File: src/rtl/four_by_four_ram_ctrl_if.sv
// Request/response handshake bundle between a requester and the 4x4 RAM controller.
// The master drives requests and accepts responses; the slave is the controller.
interface four_by_four_ram_ctrl_if;
  logic       req_valid;
  logic       req_ready;
  logic       req_wr;
  logic [1:0] req_addr;
  logic [3:0] req_wdata;
  logic       rsp_valid;
  logic       rsp_ready;
  logic [3:0] rsp_data;
  logic       rsp_wr;

  modport master (
    output req_valid, req_wr, req_addr, req_wdata, rsp_ready,
    input  req_ready, rsp_valid, rsp_data, rsp_wr
  );

  modport slave (
    input  req_valid, req_wr, req_addr, req_wdata, rsp_ready,
    output req_ready, rsp_valid, rsp_data, rsp_wr
  );
endinterface

File: src/rtl/four_by_four_ram_ctrl.sv
// Controller for a 4-word x 4-bit RAM: optional zero-fill after reset, then one
// read or write per request with multi-cycle RAM access and a held response.
module four_by_four_ram_ctrl #(
  parameter int unsigned WR_CYCLES = 2,
  parameter int unsigned RD_CYCLES = 1,
  parameter bit          INIT_EN   = 1'b1
) (
  input  logic                     clk,
  input  logic                     rst,
  four_by_four_ram_ctrl_if.slave   bus,
  output logic                     mem_en,
  output logic                     rd_wr,
  output logic [1:0]               addr,
  output logic [3:0]               wr_data,
  input  logic [3:0]               rd_data
);

  localparam int unsigned CNT_W  = 3;
  localparam int unsigned ADDR_W = 2;
  localparam int unsigned DATA_W = 4;

  typedef enum logic [1:0] {ST_INIT, ST_IDLE, ST_ACCESS, ST_RESP} state_t;

  state_t              state, state_n;
  logic [CNT_W-1:0]    cnt, cnt_n;
  logic                op_wr, op_wr_n;
  logic                mem_en_n, rd_wr_n;
  logic [ADDR_W-1:0]   addr_n;
  logic [DATA_W-1:0]   wr_data_n;
  logic                req_ready_q, req_ready_n;
  logic                rsp_valid_q, rsp_valid_n;
  logic [DATA_W-1:0]   rsp_data_q, rsp_data_n;
  logic                rsp_wr_q, rsp_wr_n;
  logic [CNT_W-1:0]    last_cnt;

  assign bus.req_ready = req_ready_q;
  assign bus.rsp_valid = rsp_valid_q;
  assign bus.rsp_data  = rsp_data_q;
  assign bus.rsp_wr    = rsp_wr_q;

  assign last_cnt = op_wr ? CNT_W'(WR_CYCLES - 1) : CNT_W'(RD_CYCLES - 1);

  // State and all registered outputs
  always_ff @(posedge clk) begin
    if (rst) begin
      state       <= INIT_EN ? ST_INIT : ST_IDLE;
      cnt         <= '0;
      op_wr       <= 1'b0;
      mem_en      <= 1'b0;
      rd_wr       <= 1'b1;
      addr        <= '0;
      wr_data     <= '0;
      req_ready_q <= 1'b0;
      rsp_valid_q <= 1'b0;
      rsp_data_q  <= '0;
      rsp_wr_q    <= 1'b0;
    end else begin
      state       <= state_n;
      cnt         <= cnt_n;
      op_wr       <= op_wr_n;
      mem_en      <= mem_en_n;
      rd_wr       <= rd_wr_n;
      addr        <= addr_n;
      wr_data     <= wr_data_n;
      req_ready_q <= req_ready_n;
      rsp_valid_q <= rsp_valid_n;
      rsp_data_q  <= rsp_data_n;
      rsp_wr_q    <= rsp_wr_n;
    end
  end

  // Next state and next output values
  always_comb begin
    state_n     = state;
    cnt_n       = cnt;
    op_wr_n     = op_wr;
    mem_en_n    = mem_en;
    rd_wr_n     = rd_wr;
    addr_n      = addr;
    wr_data_n   = wr_data;
    req_ready_n = req_ready_q;
    rsp_valid_n = rsp_valid_q;
    rsp_data_n  = rsp_data_q;
    rsp_wr_n    = rsp_wr_q;

    case (state)
      ST_INIT: begin
        req_ready_n = 1'b0;
        // mem_en still low means this is the cycle right after reset
        if (!mem_en) begin
          mem_en_n  = 1'b1;
          rd_wr_n   = 1'b0;
          addr_n    = '0;
          wr_data_n = '0;
          cnt_n     = '0;
        end else if (cnt == CNT_W'(WR_CYCLES - 1)) begin
          cnt_n = '0;
          if (addr == ADDR_W'(3)) begin
            state_n     = ST_IDLE;
            mem_en_n    = 1'b0;
            rd_wr_n     = 1'b1;
            req_ready_n = 1'b1;
          end else begin
            addr_n = addr + ADDR_W'(1);
          end
        end else begin
          cnt_n = cnt + CNT_W'(1);
        end
      end

      ST_IDLE: begin
        mem_en_n    = 1'b0;
        rd_wr_n     = 1'b1;
        req_ready_n = 1'b1;
        if (bus.req_valid && req_ready_q) begin
          state_n     = ST_ACCESS;
          op_wr_n     = bus.req_wr;
          cnt_n       = '0;
          mem_en_n    = 1'b1;
          rd_wr_n     = !bus.req_wr;
          addr_n      = bus.req_addr;
          req_ready_n = 1'b0;
          if (bus.req_wr) wr_data_n = bus.req_wdata;
        end
      end

      ST_ACCESS: begin
        // rd_data is only looked at here, on the last cycle of a read
        if (cnt == last_cnt) begin
          state_n     = ST_RESP;
          cnt_n       = '0;
          mem_en_n    = 1'b0;
          rd_wr_n     = 1'b1;
          rsp_valid_n = 1'b1;
          rsp_wr_n    = op_wr;
          rsp_data_n  = op_wr ? DATA_W'(0) : rd_data;
        end else begin
          cnt_n = cnt + CNT_W'(1);
        end
      end

      ST_RESP: begin
        if (rsp_valid_q && bus.rsp_ready) begin
          state_n     = ST_IDLE;
          rsp_valid_n = 1'b0;
          req_ready_n = 1'b1;
        end
      end

      default: state_n = ST_IDLE;
    endcase
  end

endmodule

File: src/flat_wrapper.sv
// flat-port wrapper written by rule: the top's interface ports become plain ports
module four_by_four_ram_ctrl_flat 
#(
  parameter int unsigned WR_CYCLES = 2,
  parameter int unsigned RD_CYCLES = 1,
  parameter bit          INIT_EN   = 1'b1
)
  (clk, rst, mem_en, rd_wr, addr, wr_data, rd_data, bus_req_valid, bus_req_wr, bus_req_addr, bus_req_wdata, bus_rsp_ready, bus_req_ready, bus_rsp_valid, bus_rsp_data, bus_rsp_wr);
  four_by_four_ram_ctrl_if bus_i ();
  input  logic clk;
  input  logic rst;
  output logic mem_en;
  output logic rd_wr;
  output logic [1:0] addr;
  output logic [3:0] wr_data;
  input  logic [3:0] rd_data;
  input wire logic [$bits(bus_i.req_valid)-1:0] bus_req_valid;
  input wire logic [$bits(bus_i.req_wr)-1:0] bus_req_wr;
  input wire logic [$bits(bus_i.req_addr)-1:0] bus_req_addr;
  input wire logic [$bits(bus_i.req_wdata)-1:0] bus_req_wdata;
  input wire logic [$bits(bus_i.rsp_ready)-1:0] bus_rsp_ready;
  output wire logic [$bits(bus_i.req_ready)-1:0] bus_req_ready;
  output wire logic [$bits(bus_i.rsp_valid)-1:0] bus_rsp_valid;
  output wire logic [$bits(bus_i.rsp_data)-1:0] bus_rsp_data;
  output wire logic [$bits(bus_i.rsp_wr)-1:0] bus_rsp_wr;
  assign bus_i.req_valid = bus_req_valid;
  assign bus_i.req_wr = bus_req_wr;
  assign bus_i.req_addr = bus_req_addr;
  assign bus_i.req_wdata = bus_req_wdata;
  assign bus_i.rsp_ready = bus_rsp_ready;
  assign bus_req_ready = bus_i.req_ready;
  assign bus_rsp_valid = bus_i.rsp_valid;
  assign bus_rsp_data = bus_i.rsp_data;
  assign bus_rsp_wr = bus_i.rsp_wr;
  four_by_four_ram_ctrl #(.WR_CYCLES(WR_CYCLES), .RD_CYCLES(RD_CYCLES), .INIT_EN(INIT_EN)) u_core (.clk(clk), .rst(rst), .bus(bus_i), .mem_en(mem_en), .rd_wr(rd_wr), .addr(addr), .wr_data(wr_data), .rd_data(rd_data));
endmodule
File: config.mk
export PLATFORM = sky130hd
export DESIGN_NAME = four_by_four_ram_ctrl_flat
export DESIGN_NICKNAME = d
export VERILOG_FILES = /design/src/rtl/four_by_four_ram_ctrl_if.sv /design/src/rtl/four_by_four_ram_ctrl.sv /design/src/flat_wrapper.sv
export SDC_FILE = /design/constraint.sdc
export NUM_CORES = 1
export LEC_CHECK = 0
export ABC_AREA = 1
export ABC_CLOCK_PERIOD_IN_PS = 1380
export BUFFER_PORTS_ARGS = -buffer_cell sky130_fd_sc_hd__buf_2
export CAP_MARGIN = 40
export CORE_MARGIN = 3
export CORE_UTILIZATION = 30
export DETAILED_ROUTE_END_ITERATION = 10
export GPL_TIMING_DRIVEN = 0
export REMOVE_ABC_BUFFERS = 1
export SYNTH_ARGS = -nofsm -noshare
export SYNTH_HDL_FRONTEND = slang
export SYNTH_SLANG_ARGS = --single-unit
File: constraint.sdc
create_clock -name clk -period 1.38 [get_ports clk]
set_clock_uncertainty 0.05 [all_clocks]
set_input_delay 0.276 -clock clk [delete_from_list [all_inputs] [get_ports clk]]
set_output_delay 0.276 -clock clk [all_outputs]
set_load 0.03 [all_outputs]
# Yosys cells after proc, flatten, opt, wreduce, memory -nomap -nowiden
# Index checks and enable logic that the tools add are counted.
[totals]
ff_bits = 21
in_bits = 15
output_inout_bits = 15
word_cells = 91
[op_classes]
n_addsub = 2
eq_ne = 17
n_mux = 43
reduce_logical = 18
[ops]
columns = ["operator", "count"]
rows = [
  ["2-bit two-way mux", 10],
  ["1-bit two-way mux", 17],
  ["4-bit two-way mux", 4],
  ["3-bit two-way mux", 4],
  ["2-bit by 1-bit != test with 1-bit output, second input constant", 6],
  ["4-bit AND reduction", 3],
  ["2-bit AND reduction", 5],
  ["3-bit != test, second input constant", 3],
  ["1-bit case mux with 3 select lines", 3],
  ["3-bit case mux with 3 select lines", 1],
  ["2-bit case mux with 4 select lines", 1],
  ["4-bit case mux with 2 select lines", 1],
  ["2-bit == test, second input constant", 3],
  ["6-bit AND reduction", 1],
  ["3-bit nonzero test", 2],
  ["2-bit != test, second input constant", 2],
  ["2-bit case mux with 2 select lines", 1],
  ["2-bit nonzero test", 2],
  ["3-bit by 1-bit adder with 3-bit output, second input constant", 1],
  ["3-bit by 1-bit == test with 1-bit output, second input constant", 1],
  ["3-bit == test", 1],
  ["3-bit AND reduction", 1],
  ["2-bit by 1-bit adder with 2-bit output, second input constant", 1],
  ["2-bit by 1-bit == test with 1-bit output, second input constant", 1],
  ["other kinds (4)", 5],
]

# Longest topological paths before layout
[logic_depth]
depth_word = 5
ltp_mapped = 9
ltp_nobuf = 9

# Least setup slack after synthesis
# OpenSTA, ideal clock, no wires.
[synth_path]
kind = "register to register"
start = "register u_core.state[1]"
end = "register u_core.wr_data[0]"
setup_time_ps = 113
t_arrival_ps = 1280
t_required_ps = 1217
setup_slack_ps = -64
path_stages_with_launch = 9
n_path_buf = 0
synth_period_minus_slack_ps = 1444
path_cell_list = "dfxtp_1 -> inv_1 -> ha_1 -> nand2_2 -> nand2_2 -> nor3_4 -> nand2_1 -> nand2_1 -> nor2_1"
[synth_via]
elab_chain_cells = 3
word_cells_on_any_way = 8
cone_classes = "eq/ne: 4; mux: 1; reduce/logical: 3"
[synth_lines]
columns = ["item", "line", "source"]
rows = [
  ["start, declared", "four_by_four_ram_ctrl.sv:24", "state_t state, state_n;"],
  ["start signal, assigned", "four_by_four_ram_ctrl.sv:46", "state <= INIT_EN ? ST_INIT : ST_IDLE;"],
  ["start signal, assigned", "four_by_four_ram_ctrl.sv:58", "state <= state_n;"],
  ["2-bit by 1-bit == test with 1-bit output / 2-bit logical NOT (equally long branches)", "four_by_four_ram_ctrl.sv:86", "case (state)"],
  ["2-bit != test (no line) (tied with other cells)", "n/a", ""],
  ["4-bit AND reduction (no line)", "n/a", ""],
  ["end signal, assigned", "four_by_four_ram_ctrl.sv:64", "wr_data <= wr_data_n;"],
  ["end, declared", "four_by_four_ram_ctrl.sv:14", "output logic [3:0] wr_data,"],
]
# Several ways; a longest one is shown, not always the timed one.
# A chain may end at the register's enable or synchronous reset.

# Worst setup path after layout
# Ends and elaborated chain as after synthesis.

==> metrics.yaml <==
status: "finished, final reports clean"
cts_buffers: 3
peakVddDrop_uv: 331
die_h_um: 69.0
post-route-drc-count: 0
grt_pass1_wl_um: 4920
hpwl_um: 2030
required_ps: 1500
synthDominantCellAreaShare: 0.353
setup_viol: 0
wl_per_cell_um: 10.5
fill_cells: 412
hold_viol_final: 0
path_delay_family: "simple AND/OR/NAND/NOR gates"
maxSlewHeadroom: 0.735
synth.distinct_cells: 20
syn_inst: 182
worst_pin_slew_ps: 397
fin_crit_sh: 0.987
cpMaxStageDelayCell: "dfxtp_4"
grt_max_degree: 14
slew_viol_final: 0
port_buffers: 29
arrival_ps: 1480
initial_core_util: 0.318
cap_violations: 0
ys_seq_elements: 21
antenna_left: 0
drive_above_1_share: 0.320
crit_path_start_kind: "flop"
area_growth_pct: 34.6
synth_area_leaders: "dfxtp_1 (35%), nand2_1 (19%), ha_1 (8.4%), nand3_1 (7.1%), nor2_1 (6.3%)"
layout_common_cells: "nand2_1 (56), buf_2 (29), nor2_1 (19)"
path_max_fanout: 8
p_leak_nw: 0.775
fmax_mhz: 734
power_per_cell_area_nw_per_um2: 743
clk_pin_slew_worst_paths_ps: 80
clock_latency_ps: 260
utilization: 0.428
critPathKind: "reg -> reg"
final_nets: 246
cts-root-buf: "clkbuf_8"
crit_chain: "inv_4 > ha_4 > nand2_4 > nand2_4 > nor3_4 > buf_6 > nand2_1 > nand2_1 > nor2_1"
clockBufferDepth: 2
avgSynthCellArea_um2: 6.54
drt_first_pass_iters: 4
routed_wl_um: 2830
htreeDepth: 1
synth_warnings: 0
cts-hold-fix-buffers: 0
max_stage_delay_ps: 380
grt.total_usage: 0.124
grt_pass1_vias: 1133
coreArea_um2: 3740
gp_congestion: 0.774
setup-tns-final_ps: 0
die_w_um: 69.0
crit_buf_inv: 2
holdWs_ps: 203
dieArea_um2: 4760
rows: 22
via_per_inst: 4.57
yosysSeqAreaShare: 0.353
synth_area_leader_cell: "dfxtp_1"
vias: 1235
grt_overflow_total: 0
drt_iter0_drc: 73
ios: 30
diodes: 0
period_needed_ps: 1360
clock-sinks: 21
antenna_found_initial: 0
hold_class: "in -> reg"
cts_tree: "built"
final_common_cell: "nand2_1"
end_kind: "flop"
rsz0062_at_grt: "true"
syn_area_um2: 1190
-- state kept, by name (all words and copies together), names as in the netlist --
register,count
u_core.addr,2
u_core.bus.req_ready,1
u_core.bus.rsp_data,4
u_core.bus.rsp_valid,1
u_core.bus.rsp_wr,1
u_core.cnt,3
u_core.mem_en,1
u_core.op_wr,1
u_core.rd_wr,1
u_core.state,2
u_core.wr_data,4
-- power breakdown --
| group | switching, mW | internal, mW |
|---|---|---|
| combinational | 0.0904 | 0.0566 |
| clock | 0.210 | 0.202 |
| sequential | 0.0143 | 0.618 |
| total | 0.314 | 0.876 |
-- Yosys cell counts --
library cell	count
dfxtp_1	21
xor2_1	1
a21oi_1	11
o21ai_0	6
inv_2	2
or2_2	1
nor2_1	20
inv_1	18
buf_4	1
nand2_1	60
ha_1	8
nor3_1	1
nor2_2	1
nand4_1	5
clkbuf_1	1
nand3_1	17
buf_2	1
nor3_4	1
o21ai_1	2
nand2_2	4
-- per-layer routing --
| metal | up-vias | wire, µm | track usage |
|---|---|---|---|
| met5 | - | 0 | 0 |
| met4 | 0 | 43 | 0.0456 |
| met3 | 5 | 138 | 0.0277 |
| met2 | 33 | 1310 | 0.204 |
| li1 | 661 | - | - |
| met1 | 536 | 1340 | 0.156 |
-- worst register-to-register path: cells and delay by family, from the launching register on --
kind / cells / cell delay, ps
fa+ha+maj: 1 / 190
buf+inv: 2 / 200
flops: 1 / 380
simple gates: 6 / 440
-- path summary, 6_finish.rpt --
kind / startpoint / end / slack (ps) / depth (start not counted)
setup / recovery: u_core.state[1] / u_core.wr_data[0] / 20 / 9
hold / removal: rd_data[0] / u_core.bus.rsp_data[0] / 200 / 3
setup reg to reg: u_core.state[1] / u_core.wr_data[0] / 20 / 9
hold reg to reg: u_core.bus.rsp_wr / u_core.bus.rsp_wr / 400 / 2
-- cells by family (layout without fill, tap and decap cells) --
logic type	after synthesis	count (layout)	share of synthesized area
xor gates and xnor gates	1	1	0.00735
adders and majority gates	8	8	0.0840
AOI/OAI and AO/OA	19	19	0.0798
and+or+nand+nor	110	110	0.399
buffers and inverters	23	63	0.0767
DFF	21	21	0.353
-- metrics by stage --
step	worst slack [ps]	cells	total power, mW	instance area [µm²]
floorplan	-170	179	0.736	1170
global placement	-470	256	0.787	1380
detailed placement	-482	256	0.787	1380
CTS	5.05	269	1.21	1560
global route	-99.5	270	1.25	1600
finish	18.3	270	1.19	1600
-- cell type report --
cell class	instances	area, µm²	area share
clock inverters	1	5.00	0.00312
well taps	48	60.1	0.0375
clock buffers	3	41.3	0.0258
repair buffers	39	224	0.140
multi-input cells	138	762	0.475
flip-flops and latches	21	430	0.269
inverters	20	80.1	0.0500
-- timing repair --
action / 4_1_cts / 5_1_grt
endpoints found under the setup margin: 22 / 20
endpoints found under the hold margin: 0 / 0
pin swaps: 3 / 6
gates cloned: 0 / 0
gates resized for setup: 17 / 16
buffers inserted: 9 / 1
No activity file was read; power rests on OpenSTA's default activity.
